<file path="src/rtl/pipelined_prefix_adder_pkg.sv">
// Shared types and constants for the pipelined Kogge-Stone adder.
package prefix_adder_pkg;
    typedef struct packed {
        logic g;
        logic p;
    } pg_t;

    function automatic int clog2(input int value);
        int r;
        r = 0;
        while ((1 << r) < value) r = r + 1;
        return r;
    endfunction

    // The carry-in node widens the tree to WIDTH+1 nodes, but every sum carry
    // spans at most WIDTH nodes, so log2(WIDTH) levels suffice.
    function automatic int prefix_levels(input int width);
        return clog2(width);
    endfunction
endpackage

</file>
<file path="src/rtl/pipelined_prefix_adder_prefix_cell.sv">
// Kogge-Stone combine node: merges a higher group (hi) with the adjacent lower group (lo).
module prefix_cell
    import prefix_adder_pkg::*;
(
    input  pg_t hi,
    input  pg_t lo,
    output pg_t o
);
    assign o.g = hi.g | (hi.p & lo.g);
    assign o.p = hi.p & lo.p;
endmodule

</file>
<file path="src/rtl/pipelined_prefix_adder.sv">
// Pipelined Kogge-Stone adder/subtractor, one register bank per prefix level, global stall.
// Define PREFIX_ADDER_FLAGS_EN to add the out_cout / out_ovf flag outputs.
module pipelined_prefix_adder
    import prefix_adder_pkg::*;
#(
    parameter int WIDTH = 8
) (
    input  logic             clk,
    input  logic             rst_n,
    input  logic             in_valid,
    output logic             in_ready,
    input  logic [WIDTH-1:0] in_a,
    input  logic [WIDTH-1:0] in_b,
    input  logic             in_cin,
    input  logic             in_sub,
    output logic             out_valid,
    input  logic             out_ready,
    output logic [WIDTH-1:0] out_sum
`ifdef PREFIX_ADDER_FLAGS_EN
    ,
    output logic             out_cout,
    output logic             out_ovf
`endif
);
    localparam int L = prefix_levels(WIDTH);

    // Node 0 is the carry-in (bit -1); node i+1 is operand bit i.
    // Bank 0 captures the inputs, bank l holds the output of prefix level l.
    pg_t  [L:0][WIDTH:0]   pg_q, pg_d;
    logic [L:0][WIDTH-1:0] x_q, x_d;
    logic [L:0]            vld_q, vld_d;
    pg_t  [L:1][WIDTH:0]   lvl;
    logic [WIDTH-1:0]      b_eff;
    logic [WIDTH-1:0]      carry;
    logic [WIDTH-1:0]      sum_q, sum_d;
    logic                  out_valid_q, out_valid_d;
    logic                  stall;
    logic                  unused_pg;

    assign stall    = out_valid_q & ~out_ready;
    assign in_ready = ~stall;

    for (genvar l = 1; l <= L; l++) begin : g_level
        localparam int D = 1 << (l - 1);
        for (genvar k = 0; k <= WIDTH; k++) begin : g_node
            if (k >= D) begin : g_cell
                prefix_cell u_cell (
                    .hi(pg_q[l-1][k]),
                    .lo(pg_q[l-1][k-D]),
                    .o (lvl[l][k])
                );
            end else begin : g_pass
                assign lvl[l][k] = pg_q[l-1][k];
            end
        end
    end

    always_comb begin
        pg_d  = pg_q;
        x_d   = x_q;
        vld_d = vld_q;
        b_eff = in_sub ? ~in_b : in_b;
        if (!stall) begin
            vld_d[0]   = in_valid;
            x_d[0]     = in_a ^ b_eff;
            pg_d[0][0] = '{g: in_sub | in_cin, p: 1'b0};
            for (int i = 0; i < WIDTH; i++) begin
                pg_d[0][i+1] = '{g: in_a[i] & b_eff[i], p: in_a[i] | b_eff[i]};
            end
            for (int l = 1; l <= L; l++) begin
                vld_d[l] = vld_q[l-1];
                x_d[l]   = x_q[l-1];
                pg_d[l]  = lvl[l];
            end
        end
    end

    // After the last level node i holds the group generate of bits i-1..-1, i.e. c_i.
    always_comb begin
        for (int i = 0; i < WIDTH; i++) begin
            carry[i] = pg_q[L][i].g;
        end
        sum_d       = stall ? sum_q : (x_q[L] ^ carry);
        out_valid_d = stall ? out_valid_q : vld_q[L];
    end

    always_ff @(posedge clk or negedge rst_n) begin
        if (!rst_n) begin
            pg_q        <= '0;
            x_q         <= '0;
            vld_q       <= '0;
            sum_q       <= '0;
            out_valid_q <= 1'b0;
        end else begin
            pg_q        <= pg_d;
            x_q         <= x_d;
            vld_q       <= vld_d;
            sum_q       <= sum_d;
            out_valid_q <= out_valid_d;
        end
    end

`ifdef PREFIX_ADDER_FLAGS_EN
    logic cout_q, cout_d, ovf_q, ovf_d, c_top;

    // Top node spans bits WIDTH-1..0; folding in the carry-in node gives c[WIDTH].
    always_comb begin
        c_top  = pg_q[L][WIDTH].g | (pg_q[L][WIDTH].p & pg_q[L][0].g);
        cout_d = stall ? cout_q : c_top;
        ovf_d  = stall ? ovf_q : (c_top ^ carry[WIDTH-1]);
    end

    always_ff @(posedge clk or negedge rst_n) begin
        if (!rst_n) begin
            cout_q <= 1'b0;
            ovf_q  <= 1'b0;
        end else begin
            cout_q <= cout_d;
            ovf_q  <= ovf_d;
        end
    end

    assign out_cout = cout_q;
    assign out_ovf  = ovf_q;
`endif

    assign unused_pg = ^pg_q[L];
    assign out_sum   = sum_q;
    assign out_valid = out_valid_q;
endmodule

</file>
<file path="config.mk">
export PLATFORM = sky130hd
export DESIGN_NAME = pipelined_prefix_adder
export DESIGN_NICKNAME = d
export VERILOG_FILES = /design/src/rtl/pipelined_prefix_adder_pkg.sv /design/src/rtl/pipelined_prefix_adder_prefix_cell.sv /design/src/rtl/pipelined_prefix_adder.sv
export SDC_FILE = /design/constraint.sdc
export NUM_CORES = 1
export LEC_CHECK = 0
export BUFFER_PORTS_ARGS = -buffer_cell sky130_fd_sc_hd__buf_2
export CORE_ASPECT_RATIO = 0.9
export CORE_MARGIN = 3
export CORE_UTILIZATION = 39
export DETAILED_ROUTE_END_ITERATION = 10
export PLACE_DENSITY = 0.68
export SYNTH_ARGS = -nofsm -noshare
export SYNTH_HDL_FRONTEND = slang
export SYNTH_SLANG_ARGS = --single-unit
</file>
<file path="constraint.sdc">
create_clock -name clk -period 2.1 [get_ports clk]
set_input_delay 0.21 -clock clk [delete_from_list [all_inputs] [get_ports clk]]
set_output_delay 0.21 -clock clk [all_outputs]
set_load 0.02 [all_outputs]
</file>
==> impl_metrics.yaml, run 1 <==
layout:
  antenna_cells: 0
  drive_gt1_share_pct: 31.8
  instances_no_fill: 481
  final_common_cell: "dfrtp_1"
  layout_common_cells: "dfrtp_1 (94), mux2_2 (37), buf_2 (30)"
  synthToLayoutAreaGrowth_pct: 13.8
  fin_nets: 385
critical_path:
  r2r_cells: 3
  arrival_ns: 1.30
  worstSetupPathType: "reg -> out"
  reg2reg_to: "x_q[29]$_DFFE_PN0N_"
  required_ns: 1.89
  worstSetupEndpointType: "output port"
  cp-start-kind: "flip-flop"
  reg2reg_setup_slack_ns: 0.62
  cp_max_fo: 14
  r2r_start: "out_valid$_DFFE_PN0N_"
synthesis:
  ys_seq_area_share_pct: 56.3
  synthCells: 315
  ys_warn_count: 0
  postSynthAreaPerCell_um2: 13.3
  synth_cell_type_count: 21
  ys_ff_latch: 94
  syn_area_mm2: 0.00418
  synthesis.nets: 351
min_path:
  min_path_cells: 2
  hold_path.class: "in -> reg"
  holdPathEnd: "vld_q[0]$_DFFE_PN0N_"
  holdCritStartpoint: "in_valid"
clock_network:
  cts_buffers: 9
  clock_path_buffers: 2
  cts.sinks: 94
  clk_latency_ns: 0.34
  cts_root_buffer: "clkbuf_16"
  cts-htree-levels: 3
  cts.reportedPaths.clkPinSlew_ns: 0.06
  cts_tree: "done"
  ctsResizeCount: 0
floorplanning:
  design.die.area_mm2: 0.0120
  start_util_pct: 40.4
  dieHeight_um: 104
  boundaryPins: 32
  rows: 35
  die_width_um: 115
  core_mm2: 0.0103
timing:
  period_share_pct: 72.1
  worst_pin_slew_ns: 0.555
  finalHoldViolations: 0
  fmax_ghz: 0.660
  fin_ws_ns: 0.586
  finalCriticalPeriod_ns: 1.51
  setup_violations: 0
  rsz0062_at_grt: "no"
  skew_ns: 0.00500
  finalSetupTns_ns: 0
  final_max_slew_viol_count: 0
  slew_headroom_pct: 63.0
global_route:
  antenna_found_initial: 0
  grt_pass1_vias: 2408
  grt-ovfl-total: 0
  track_usage_pct: 13.6
  grt_max_degree: 46
  grt_pass1_wl_mm: 12.7
route:
  met1_length_mm: 3.84
  highest_layer: "met4"
  drt-pass1-iter-count: 5
  detail-route-antenna-nets: 0
  wl_per_cell_um: 15.2
  vias: 2403
  drtIter0Drc: 122
  dr_wl_met3_um: 232
  route.detailed.drc: 0
  wl_met2_mm: 3.10
  wl_mm: 7.32
  via_per_inst: 5.00
placement:
  routabilityCongestion: 0.731
  port_buffers: 31
  dpl.hpwl_mm: 4.94
  dp_cells: 466
  pre_cts_ws_ns: 0.621
job:
  drv_cap: 0
status:
  outcome: "completed"
power_and_ir_drop:
  vdd_drop_max_mv: 0.411
  p_per_area_mw_per_mm2: 1430
  power_mw: 6.81
  power_leakage_nw: 2.18
-- per-stage QoR --
| step | area (um2) | hold WS [ns] | utilization, % |
|---|---|---|---|
| 2_1_floorplan | 4180 | -0.0856 | - |
| 4_1_cts | 4760 | 0.0910 | 46.0 |
| 5_1_grt | 4760 | 0.100 | 46.0 |
| 3_3_place_gp | 4460 | 0.239 | 43.1 |
| 6_report | 4760 | 0.105 | 46.0 |
| 3_5_place_dp | 4460 | 0.242 | 43.1 |
-- worst max-delay path, stage by stage, from the launching register on --
cell     delay [ns]
dfrtp_1        0.34
nor2b_4        0.28
inv_4          0.15
buf_2          0.19
-- sequential cells by signal, summed over array words and instances, names as in the netlist --
signal,flops
x_q,32
lvl,7
carry,8
out_valid,1
out_sum,8
pg_q,34
vld_q,4
-- cell families after synthesis --
group | share of synthesized area [%]
adder cells (fa/ha/maj) | 4.19
multiplexers | 17.5
AND/OR/NAND/NOR | 7.75
buffers and inverters | 4.34
flip-flops | 56.3
XOR/XNOR | 3.71
AO/OA/AOI/OAI | 6.23
-- synthesized netlist by cell type (all sizes together) --
master | count | share of area [%]
nand3b | 28 | 5.0
buf | 10 | 2.2
inv | 15 | 1.4
nor2b | 1 | 0.33
nor2 | 1 | 0.090
dfrtp | 94 | 56
xnor2 | 7 | 1.5
xor2 | 8 | 1.7
clkbuf | 8 | 0.72
ha | 14 | 4.2
nor3b | 7 | 1.3
xor3 | 1 | 0.57
nand2b | 1 | 0.15
nand2 | 10 | 0.90
o21ai | 28 | 3.4
a21oi | 24 | 2.9
mux2 | 58 | 18
-- per-layer routing --
metal / global-route usage (%) / up-vias
met5: 0 / -
met4: 6.04 / 0
met3: 3.14 / 11
met2: 17.3 / 42
met1: 21.5 / 1198
li1: - / 1152
-- area by class of cell --
| type | count | area (um2) |
|---|---|---|
| multi-input combinational | 188 | 1650 |
| clock inverter | 1 | 30.0 |
| timing repair buffer | 41 | 248 |
| inverter | 15 | 58.8 |
| clock buffer | 13 | 260 |
| fill | 937 | 5580 |
| tap | 129 | 161 |
| sequential | 94 | 2350 |
-- report_power, final --
group	total (mW)	switching [mW]	internal [mW]
clock	1.60	0.623	0.975
sequential	3.19	0.557	2.63
combinational	2.02	0.886	1.13
-- repair_timing --
| item | CTS | global route |
|---|---|---|
| setup buffers | 0 | 0 |
| hold buffers | 1 | 0 |
| endpoints found under the hold margin | 41 | 0 |
-- worst max path at each step --
stage	end	cells past startpoint	slack [ns]	start
6_report	in_ready	3	0.59	out_valid$_DFFE_PN0N_
3_3_place_gp	lvl[19]$_DFFE_PN0N_	3	0.65	out_valid$_DFFE_PN0N_
3_5_place_dp	x_q[29]$_DFFE_PN0N_	3	0.62	out_valid$_DFFE_PN0N_
4_1_cts	in_ready	3	0.57	out_valid$_DFFE_PN0N_
5_1_grt	in_ready	3	0.50	out_valid$_DFFE_PN0N_
2_1_floorplan	out_sum[0]$_DFFE_PN0N_	6	0.57	out_valid$_DFFE_PN0N_
No activity file was read; power rests on OpenSTA's default activity.
==> inputs of run 2 (changes only) <==
==> constraint.sdc (replaced) <==
create_clock -name clk -period 1.5 [get_ports clk]
set_input_delay 0.15 -clock clk [delete_from_list [all_inputs] [get_ports clk]]
set_output_delay 0.15 -clock clk [all_outputs]
set_load 0.02 [all_outputs]
==> impl_metrics.yaml, run 2 (synthesis results as in run 1) <==
status:
  outcome: "completed"
layout:
  instances_no_fill: 483
  fin_nets: 385
  post-route-cell-area_mm2: 0.00484
  final_common_cell: "dfrtp_1"
  regMostFlops: "pg_q"
  antenna_cells: 0
  largest_reg_flops: 34
  layout_common_cells: "dfrtp_1 (93), mux2_2 (37), buf_2 (29)"
  drive_gt1_share_pct: 33.1
  reg_top3: "pg_q (34), x_q (32)"
  synthToLayoutAreaGrowth_pct: 15.9
timing:
  final_max_slew_viol_count: 0
  slew_headroom_pct: 68.1
  fmax_ghz: 0.689
  finalCriticalPeriod_ns: 1.45
  fin_ws_ns: 0.0485
  finalHoldViolations: 0
  period_share_pct: 96.8
  worst_pin_slew_ns: 0.479
  setup_violations: 0
  skew_ns: 0.00701
  finalSetupTns_ns: 0
job:
  drv_cap: 0
global_route:
  grt_max_degree: 95
  track_usage_pct: 13.2
  grt_pass1_vias: 2388
  antenna_found_initial: 0
  grt-ovfl-total: 0
  grt_pass1_wl_mm: 12.4
floorplanning:
  core_mm2: 0.0103
  start_util_pct: 40.4
  die_width_um: 115
  dieHeight_um: 104
  boundaryPins: 32
  rows: 35
  design.die.area_mm2: 0.0120
critical_path:
  worstSetupPathType: "reg -> out"
  r2r_cells: 5
  path_cells: "nor2b_4, buf_12, inv_16, buf_4"
  cp-start-kind: "flip-flop"
  arrival_ns: 1.30
  path_buf_inv: 3
  reg2reg_to: "out_sum[2]$_DFFE_PN0N_"
  required_ns: 1.35
  reg2reg_setup_slack_ns: 0.05
  path_depth: 4
  critPathTopFamily: "buffers and inverters"
  slowest_stage: "dfrtp_2"
  cp_max_fo: 18
  crit_path_max_incr_delay_ns: 0.41
  r2r_start: "out_valid$_DFFE_PN0N_"
  worstSetupEndpointType: "output port"
clock_network:
  clk_latency_ns: 0.34
  cts.reportedPaths.clkPinSlew_ns: 0.06
  cts_buffers: 9
  cts_root_buffer: "clkbuf_16"
  cts.sinks: 94
  cts_tree: "done"
  clock_path_buffers: 2
  cts-htree-levels: 3
route:
  via_per_inst: 5.06
  drtIter0Drc: 119
  detail-route-antenna-nets: 0
  route.detailed.drc: 0
  vias: 2446
  drt-pass1-iter-count: 5
  wl_mm: 7.60
  wl_per_cell_um: 15.7
power_and_ir_drop:
  power_leakage_nw: 2.21
  vdd_drop_max_mv: 0.579
  power_mw: 9.88
  p_per_area_mw_per_mm2: 2040
min_path:
  holdPathEnd: "vld_q[0]$_DFFE_PN0N_"
  holdCritStartpoint: "in_valid"
  min_path_cells: 2
  hold_path.class: "in -> reg"
placement:
  dpl.hpwl_mm: 4.64
  pre_cts_ws_ns: 0.143
  port_buffers: 31
  dp_cells: 463
  placed_cell_area_mm2: 0.00444
  routabilityCongestion: 0.746
run 2: layout make-up:
type	count	area, um2
timing repair inverter	1	8.76
tap	129	161
timing repair buffer	40	267
sequential	94	2350
multi-input combinational	188	1650
fill	925	5490
inverter	15	72.6
clock buffer	11	253
clock inverter	5	81.3
run 2: repair_timing:
action / 4_1_cts / 5_1_grt
buffers inserted: 0 / 2
cloned: 0 / 1
hold endpoints to repair: 94 / 0
gates resized for setup: 2 / 5
hold buffers: 1 / 0
pin swaps: 0 / 0
endpoints found under the setup margin: 1 / 6
run 2: per-stage QoR:
| stage | utilization, % | hold slack, ns |
|---|---|---|
| after CTS | 46.3 | 0.0363 |
| final | 46.9 | 0.0475 |
| after floorplan | - | -0.146 |
| after global placement | 42.9 | 0.239 |
| after global routing | 46.9 | 0.0331 |
| after detailed placement | 42.9 | 0.241 |
run 2: metal layers:
metal | part of all wire, % | routed length, um | global-route usage [%]
met3 | 4.0 | 305 | 3.66
met1 | 48 | 3690 | 19.4
met5 | 0 | 0 | 0
met4 | 1.7 | 128 | 4.78
met2 | 46 | 3480 | 18.5
run 2: worst max-delay path by stage:
stage	from	to	slack, ns
after CTS	out_valid$_DFFE_PN0N_	in_ready	0.02
after detailed placement	out_valid$_DFFE_PN0N_	x_q[17]$_DFFE_PN0N_	0.14
after global routing	out_valid$_DFFE_PN0N_	in_ready	-0.005
after floorplan	out_valid$_DFFE_PN0N_	out_sum[0]$_DFFE_PN0N_	0.007
after global placement	out_valid$_DFFE_PN0N_	x_q[17]$_DFFE_PN0N_	0.16
final	out_valid$_DFFE_PN0N_	in_ready	0.05
run 2: power by group:
group / internal (mW) / switching (mW) / total [mW] / leakage (nW)
combinational: 1.64 / 1.30 / 2.94 / 0.942
clock: 1.55 / 0.937 / 2.49 / 0.162
sequential: 3.68 / 0.772 / 4.46 / 1.11
total: 6.87 / 3.01 / 9.88 / 2.21
==> inputs of run 3 (changes only) <==
--- a/config.mk
+++ b/config.mk
@@ -5,6 +5,7 @@
 export SDC_FILE = /design/constraint.sdc
 export NUM_CORES = 1
 export LEC_CHECK = 0
+export ABC_CLOCK_PERIOD_IN_PS = 1500
 export BUFFER_PORTS_ARGS = -buffer_cell sky130_fd_sc_hd__buf_2
 export CORE_ASPECT_RATIO = 0.9
 export CORE_MARGIN = 3
==> constraint.sdc (replaced) <==
create_clock -name clk -period 1.5 [get_ports clk]
set_input_delay 0.3 -clock clk [delete_from_list [all_inputs] [get_ports clk]]
set_output_delay 0.3 -clock clk [all_outputs]
set_load 0.02 [all_outputs]
==> impl_metrics.yaml, run 3 (synthesis results as in run 1) <==
floorplanning:
  design.die.area_mm2: 0.0120
  boundaryPins: 32
  die_width_um: 115
  start_util_pct: 40.4
  dieHeight_um: 104
  rows: 35
  core_mm2: 0.0103
placement:
  routabilityCongestion: 0.735
  placed_cell_area_mm2: 0.00452
  dpl.hpwl_mm: 5.17
  port_buffers: 31
route:
  detail-route-antenna-nets: 0
  wl_mm: 7.88
  via_per_inst: 4.98
  route.detailed.drc: 0
  drtIter0Drc: 143
  drt-pass1-iter-count: 4
  wl_per_cell_um: 16.1
  vias: 2433
global_route:
  antenna_found_initial: 0
  grt-ovfl-total: 0
  grt_pass1_wl_mm: 13.4
  grt_max_degree: 42
  track_usage_pct: 14.1
  grt_pass1_vias: 2570
critical_path:
  reg2reg_setup_slack_ns: 0
  worstSetupPathType: "reg -> out"
  worstSetupEndpointType: "output port"
  cp_max_fo: 36
  r2r_cells: 5
  required_ns: 1.20
  cp-start-kind: "flip-flop"
  arrival_ns: 1.21
layout:
  fin_nets: 391
  antenna_cells: 0
  fillerInstances: 921
  regMostFlops: "pg_q"
  reg_top3: "pg_q (34), x_q (32)"
  drive_gt1_share_pct: 34.2
  layout_common_cells: "dfrtp_1 (93), mux2_2 (37), buf_2 (29)"
  post-route-cell-area_mm2: 0.00490
  synthToLayoutAreaGrowth_pct: 17.2
  final_common_cell: "dfrtp_1"
  largest_reg_flops: 34
  postLayoutCoreUtil_pct: 47.4
clock_network:
  cts.reportedPaths.clkPinSlew_ns: 0.07
  cts_root_buffer: "clkbuf_16"
  cts.sinks: 94
  cts-htree-levels: 3
  cts_buffers: 9
  clk_latency_ns: 0.33
  clock_path_buffers: 2
  cts_tree: "done"
timing:
  skew_ns: 0.00703
  slew_headroom_pct: 75.7
  setup_violations: 1
  fin_ws_ns: -0.00513
  rsz0062_at_grt: "yes"
  finalHoldViolations: 0
  finalCriticalPeriod_ns: 1.51
  finalSetupTns_ns: -0.00513
  fmax_ghz: 0.664
  worst_pin_slew_ns: 0.365
  period_share_pct: 100
  final_max_slew_viol_count: 0
min_path:
  hold_path.class: "in -> reg"
  min_path_cells: 2
power_and_ir_drop:
  power_leakage_nw: 2.24
  p_per_area_mw_per_mm2: 2030
  vdd_drop_max_mv: 1.01
status:
  outcome: "complete, but fails checks"
  violations: "negative setup slack"
job:
  drv_cap: 0
run 3: cell types whose count changed in the layout (fill, tap and decap cells not counted), sizes merged:
| cell | before | now |
|---|---|---|
| inv | 16 | 15 |
| clkinv | 2 | 3 |
| buf | 39 | 46 |
| clkbuf | 11 | 10 |
run 3: worst max-delay path: stages (launching register included):
cell	delay, ns
dfrtp_2	0.37
buf_6	0.26
buf_2	0.23
run 3: metal layers:
layer,GRT usage [%],wire length (um),part of all wire (%)
met3,3.72,260,3.3
met5,0,0,0
met4,2.51,28,0.36
met1,21.2,3980,50
met2,20.6,3620,46
run 3: metrics by stage:
stage               instances  worst slack [ns]  hold slack, ns  total power, mW
floorplan                 315           0.00691         0.00441             6.62
detailed placement        467            0.0344           0.245             7.44
global route              489           -0.0697           0.199             10.6
CTS                       487           -0.0174           0.191             10.0
finish                    489          -0.00513           0.199             9.92
global placement          467             0.114           0.238             7.31
run 3: layout make-up:
class                   instances  area (um2)  area share, %
flip-flops and latches         94        2350           48.0
multi-input cells             188        1650           33.6
clock buffers                  10         239           4.88
well taps                     129         161           3.29
clock inverters                 6        93.8           1.92
repair buffers                 47         344           7.02
inverters                      15        61.3           1.25
run 3: timing repair:
action                                 CTS  global route
gates resized for setup                  4             2
endpoints found under the hold margin   21             0
gates cloned                             0             0
setup endpoints to repair                2             2
buffers inserted                         3             3
hold buffers                             1             0
run 3: where the power goes:
| part | switching (mW) | internal, mW | leakage (nW) |
|---|---|---|---|
| logic | 1.29 | 1.70 | 0.975 |
| clock network | 0.952 | 1.52 | 0.159 |
| registers | 0.783 | 3.68 | 1.11 |
| total | 3.03 | 6.90 | 2.24 |
run 3: final timing paths:
path	start	to
min reg2reg	vld_q[3]$_DFFE_PN0N_	out_valid$_DFFE_PN0N_
min in group asynchronous	rst_n	pg_q[50]$_DFFE_PN0N_
max in group asynchronous	rst_n	lvl[1]$_DFFE_PN0N_
min	in_valid	vld_q[0]$_DFFE_PN0N_
max reg2reg	out_valid$_DFFE_PN0N_	x_q[5]$_DFFE_PN0N_
max	out_valid$_DFFE_PN0N_	out_valid
